--- src/rtl/fir_s2p_packer.sv ---
`default_nettype none
// ============================================================================
//  Module   : fir_s2p_packer
//  Function : Serial-to-parallel packer feeding the 2-parallel FIR. It pairs
//             even/odd samples and zero-pads the last pair of odd frames.
//  Revision : 1.0  initial release
// ============================================================================
module fir_s2p_packer #(
    parameter int DATA_W    = 14,
    parameter int FRAME_LEN = 129,
    parameter int CNT_W     = 8
) (
    input  logic                     clk,
    input  logic                     i_rst_n,
    input  logic                     ValidIn,
    input  logic signed [DATA_W-1:0] FilterIn,
    input  logic                     LastIn,
    output logic                     ValidOut,
    output logic signed [DATA_W-1:0] FilterOut1,
    output logic signed [DATA_W-1:0] FilterOut2,
    output logic                     LastOut,
    output logic                     PadOut,
    output logic [CNT_W-1:0]         SampleCnt
);

    typedef enum logic [0:0] {
        ST_EVEN = 1'b0,
        ST_ODD  = 1'b1
    } state_t;

    localparam logic [CNT_W-1:0] C_LAST_IDX = CNT_W'(FRAME_LEN - 1);

    state_t                     state_q, state_d;
    logic signed [DATA_W-1:0]   even_q,  even_d;
    logic [CNT_W-1:0]           cnt_q,   cnt_d;
    logic                       valid_q, valid_d;
    logic signed [DATA_W-1:0]   out1_q,  out1_d;
    logic signed [DATA_W-1:0]   out2_q,  out2_d;
    logic                       last_q,  last_d;
    logic                       pad_q,   pad_d;
    logic                       w_frame_end;

    // The accepted sample closes the frame if flagged, or if it is the
    // FRAME_LEN-th one (covers a missing LastIn).
    assign w_frame_end = LastIn || (cnt_q == C_LAST_IDX);

    always_ff @(posedge clk or negedge i_rst_n) begin
        if (!i_rst_n) begin
            state_q <= ST_EVEN;
            even_q  <= '0;
            cnt_q   <= '0;
            valid_q <= 1'b0;
            out1_q  <= '0;
            out2_q  <= '0;
            last_q  <= 1'b0;
            pad_q   <= 1'b0;
        end else begin
            state_q <= state_d;
            even_q  <= even_d;
            cnt_q   <= cnt_d;
            valid_q <= valid_d;
            out1_q  <= out1_d;
            out2_q  <= out2_d;
            last_q  <= last_d;
            pad_q   <= pad_d;
        end
    end

    always_comb begin
        state_d = state_q;
        even_d  = even_q;
        cnt_d   = cnt_q;
        valid_d = 1'b0;
        out1_d  = out1_q;
        out2_d  = out2_q;
        last_d  = 1'b0;
        pad_d   = 1'b0;

        if (ValidIn) begin
            case (state_q)
                ST_EVEN: begin
                    even_d = FilterIn;
                    if (w_frame_end) begin
                        valid_d = 1'b1;
                        out1_d  = FilterIn;
                        out2_d  = '0;
                        last_d  = 1'b1;
                        pad_d   = 1'b1;
                        cnt_d   = '0;
                    end else begin
                        cnt_d   = cnt_q + 1'b1;
                        state_d = ST_ODD;
                    end
                end
                ST_ODD: begin
                    valid_d = 1'b1;
                    out1_d  = even_q;
                    out2_d  = FilterIn;
                    last_d  = w_frame_end;
                    cnt_d   = w_frame_end ? '0 : cnt_q + 1'b1;
                    state_d = ST_EVEN;
                end
                default: begin
                    state_d = ST_EVEN;
                end
            endcase
        end
    end

    assign ValidOut   = valid_q;
    assign FilterOut1 = out1_q;
    assign FilterOut2 = out2_q;
    assign LastOut    = last_q;
    assign PadOut     = pad_q;
    assign SampleCnt  = cnt_q;

endmodule
`default_nettype wire

--- config.mk ---
export PLATFORM = sky130hd
export DESIGN_NAME = fir_s2p_packer
export DESIGN_NICKNAME = d
export VERILOG_FILES = /design/src/rtl/fir_s2p_packer.sv
export SDC_FILE = /design/constraint.sdc
export NUM_CORES = 1
export LEC_CHECK = 0
export ABC_AREA = 1
export CAP_MARGIN = 20
export CORE_AREA = 2 2 80 82
export CTS_CLUSTER_SIZE = 28
export DETAILED_ROUTE_END_ITERATION = 16
export DIE_AREA = 0 0 82 84
export PLACE_DENSITY = 0.81
export SLEW_MARGIN = 30
export SYNTH_ARGS = -nofsm -noshare
export SYNTH_HDL_FRONTEND = slang
export SYNTH_SLANG_ARGS = --single-unit
--- constraint.sdc ---
create_clock -name clk -period 1.6 [get_ports clk]
set_clock_uncertainty 0.2 [all_clocks]
set_input_delay 0.32 -clock clk [delete_from_list [all_inputs] [get_ports clk]]
set_output_delay 0.32 -clock clk [all_outputs]
set_load 0.01 [all_outputs]
After elaboration in Yosys (flattened, before gate mapping)
Cells that the tools add are included.
{"block": "totals", "register_bits": 54, "out_inout_bits": 39, "wordCells": 29}
{"block": "classes", "add_sub_neg": 1, "n_eq_ne": 2, "mux": 14, "n_bitwise": 1, "n_reduce_logical": 3}
{"op": "$pmux 14 s2", "n": 2}
{"op": "$mux 14", "n": 2}
{"op": "$add 8x1->8 const B", "n": 1}
{"op": "$eq 8x8->1 const B", "n": 1}
{"op": "$mux 8", "n": 1}
{"op": "$mux 1", "n": 6}
{"op": "$pmux 1 s2", "n": 3}
{"op": "$reduce_and 2->1", "n": 2}
{"op": "$ne 2x2->1 const B", "n": 1}
{"op": "$logic_or 1x1->1", "n": 1}
{"op": "$not 1->1", "n": 1}

Longest topological paths before layout
{"block": "depth", "word_depth": 5, "ltp_mapped": 9, "depth_no_buf": 8}

Least setup slack after synthesis
No wires, ideal clock.
{"block": "synth_timing", "kind": "register to register", "start": "register cnt_q[0] (netlist: SampleCnt[0])", "end": "register out2_q[10] (netlist: FilterOut2[10])", "arrival_ns": 1.280, "path_slack_ns": 0.002, "stages_incl_launch_ff": 9, "n_path_buf": 1, "period_less_slack_ns": 1.598, "cell_sequence": "dfrtp_1 -> inv_1 -> ha_1 -> nand3_2 -> o21ai_2 -> nand2_4 -> buf_6 -> nand3_1 -> nand2_1"}
{"block": "synth_between", "elab_chain_len": 4}
{"item": "start: declaration", "line": "35", "rtl": "logic [CNT_W-1:0] cnt_q, cnt_d;"}
{"item": "start signal: assignment", "line": "60", "rtl": "cnt_q <= cnt_d;"}
{"item": "$eq 8x8->1", "line": "45", "rtl": "assign w_frame_end = LastIn || (cnt_q == C_LAST_IDX);"}
{"item": "$logic_or 1x1->1", "line": "45"}
{"item": "$ne 2x2->1 (no source line)"}
{"item": "$reduce_and 2->1 (no source line)"}
{"item": "end signal: assignment", "line": "63", "rtl": "out2_q <= out2_d;"}
{"item": "end: declaration", "line": "38", "rtl": "logic signed [DATA_W-1:0] out2_q, out2_d;"}
Every way passes these cells.
A chain may end at the register's enable or synchronous reset.

Final worst setup path
{"block": "layout_timing", "start": "register cnt_q[1] (netlist: SampleCnt[1])", "end": "register out2_q[7] (netlist: FilterOut2[7])"}
Same word-level chain as after synthesis.

==> results_dict.tcl <==
set metrics [dict create \
    rows 29 \
    grt_max_degree 45 \
    slew_headroom 0.7952 \
    numPortBuffers 56 \
    max-cap-violations 0 \
    clk_latency_ns 0.31 \
    yosys_warnings 0 \
    hold_viol 0 \
    met2_usage 0.3171 \
    worst-slew-pin-transition_ns 0.3072 \
    layout.nets 401 \
    r2r_end "FilterOut2[7]" \
    cts_sinks 54 \
    final_core_util 0.5983 \
    crit_path_end_kind "register" \
    reg2reg_slack_ns -0.1 \
    clock_path_buffers 2 \
    cts_buffers 5 \
    min_period_ns 1.697 \
    globalplace.congestion 0.8701 \
    grt_pass1_vias 2213 \
    h-tree-depth 2 \
    root_buffer "clkbuf_8" \
    finalSetupViolCount 30 \
    ir_drop_mv 0.5598 \
    final_area_um2 3647 \
    worstPathRequired_ns 1.61 \
    final_cell_mix "nand2_1, dfrtp_1, dlygate4sd2_1, o21ai_0, nand3_1" \
    p_total_mw 3.479 \
    area_growth_pct 39.88 \
    drt_iter0_drc 185 \
    crit_type "register to register" \
    yosysSeqAreaShare 0.5182 \
    synth_cells 300 \
    combPwrFrac 0.287 \
    hold_path.class "input port to asynchronous set/reset pin" \
    worstPathMaxFanout 9 \
    cellLeakagePower_nw 1.922 \
    grt.met1_usage 0.2666 \
    intPower_mw 2.358 \
    ys_ff_latch 54 \
    placed_area_um2 3371 \
    pwr-share-seq 0.496 \
    vias 2252 \
    diodes 0 \
    routed_wl_um 6409 \
    start_util 0.4278 \
    rr_worst_depth 9 \
    fin_setup_tns_ns -1.912 \
    synthTopCellsByArea "dfrtp_1, nand2_1, nand3_2, o21ai_0, nand3_1" \
    status "finished with violations" \
    core-area_um2 6096 \
    grtUsageTotal 0.1986 \
    drv_slew 0 \
    dp_hpwl_um 4325 \
    final_layout_size_suffix_gt1_frac 0.2388 \
    antenna_found_initial 0 \
    ant_nets 0 \
    met3_usage 0.03247 \
    cts_tree "built" \
    switchingPower_mw 1.121 \
    die_height_um 84 \
    drc 0 \
    drtPass1Iterations 5 \
    rsz0062_at_grt "yes" \
    syn_area_um2 2608 \
    startpoint "SampleCnt[1]" \
    clk_pin_slew_worst_paths_ns 0.10 \
    viasPerCell 4.917 \
    switching_share 0.3222 \
    fin_ws_ns -0.09681 \
    die_w_um 82 \
    grt_pass1_wl_um 10540 \
    post_drt_wl_per_cell_um 13.99 \
    yosys.area.top_type_share 0.5182 \
    p_per_area_nw_per_um2 953.8 \
    die_area_um2 6888 \
    violations "setup timing" \
    avgSynthCellArea_um2 8.692 \
    finalCritPeriodShare 1.061 \
    gr-max-usage-layer "met2" \
    grt.overflow.total 0 \
    clock_power_share 0.217 \
    cp.arrival_ns 1.71 \
    final_common_cell "nand2_1" \
    syn-num-nets 320 \
    ios 57 \
    start_kind "register" \
    synth_top_area_cell "dfrtp_1" \
    yosysUniqueCellTypes 21 \
    reg2reg_from "SampleCnt[1]" \
    fmax_ghz 0.5893 \
]
## per-layer routing
layer / share of wire / wire length, um / up-vias
met1: 0.44 / 2794 / 1056
met2: 0.49 / 3166 / 65
met3: 0.040 / 255 / 14
met4: 0.030 / 192 / 0
met5: 0 / 0 / -
li1: - / - / 1117
## cell type report
type / count / area [um2]
multi-input combinational: 201 / 1112
clock buffer: 5 / 68.82
clock inverter: 2 / 15.01
tap: 77 / 96.34
timing repair buffer: 89 / 888.4
sequential: 54 / 1351
inverter: 30 / 115.1
fill: 539 / 2449
## worst max-delay path, cell delays in order (launching register included)
cell     delay, ns
dfrtp_1       0.40
inv_2         0.08
ha_4          0.15
nand3_4       0.09
o21ai_4       0.18
nand2_4       0.09
buf_12        0.15
buf_12        0.14
nand3_1       0.07
nand2_1       0.05
## state kept, by name (all words and copies together) (netlist names)
name,cells
FilterOut1,14
LastOut,1
state_q,1
ValidOut,1
even_q,14
PadOut,1
FilterOut2,14
SampleCnt,8
## worst max-delay path by stage
stage,to,slack (ns)
after detailed placement,SampleCnt[5],-0.19
after floorplan,FilterOut2[10],0.002
after global routing,FilterOut2[7],-0.17
after global placement,SampleCnt[5],-0.15
final,FilterOut2[7],-0.1
after CTS,FilterOut1[10],-0.12
## power by group through the flow
| stage | Clock, mW | Combinational (mW) | Sequential, mW |
|---|---|---|---|
| final | 0.753 | 1.00 | 1.73 |
| after global routing | 0.826 | 1.12 | 1.75 |
| after CTS | 0.780 | 0.955 | 1.72 |
| after detailed placement | 0 | 1.00 | 1.76 |
| after global placement | 0 | 0.976 | 1.74 |
| after floorplan | 0 | 0.410 | 1.81 |
## per-stage QoR
stage | cells | setup WS, ns | hold WS [ns]
floorplan | 300 | 0.002155 | -0.1756
global placement | 438 | -0.1502 | 0.02795
detailed placement | 438 | -0.1910 | 0.03000
CTS | 456 | -0.1155 | 0.2182
global route | 458 | -0.1685 | 0.2633
finish | 458 | -0.09681 | 0.2143
## cells by family (layout without fill, tap and decap cells)
| family | Yosys count | count (layout) | synth area share |
|---|---|---|---|
| AO/OA/AOI/OAI | 32 | 32 | 0.06286 |
| XOR/XNOR | 2 | 2 | 0.006719 |
| adder cells (fa/ha/maj) | 2 | 2 | 0.009595 |
| buffers and inverters | 46 | 126 | 0.08973 |
| flip-flops | 54 | 54 | 0.5182 |
| AND/OR/NAND/NOR | 164 | 165 | 0.3129 |
## what timing repair did
item                                   CTS  global route
endpoints found under the hold margin   10             0
setup endpoints to repair               73            42
hold buffers                             1             0
setup buffers                            8             4
cloned                                   2             1
resized for setup                       54            21
pin swaps                                5             9
## cells in the mapped netlist
cell      number
o21ai_2        1
nand3_1       29
nand4_1        1
clkbuf_8       1
a21oi_1        1
o21ai_0       30
ha_1           2
nand3_2       23
dfrtp_1       54
buf_2          5
nor2_1        19
nand2_2        3
nand2_4        1
nor2_2         1
inv_1         28
inv_2          2
clkbuf_1       3
buf_6          5
nand2_1       87
xor2_1         2
buf_4          2
Note: power is estimated with default switching activity, not from simulation.
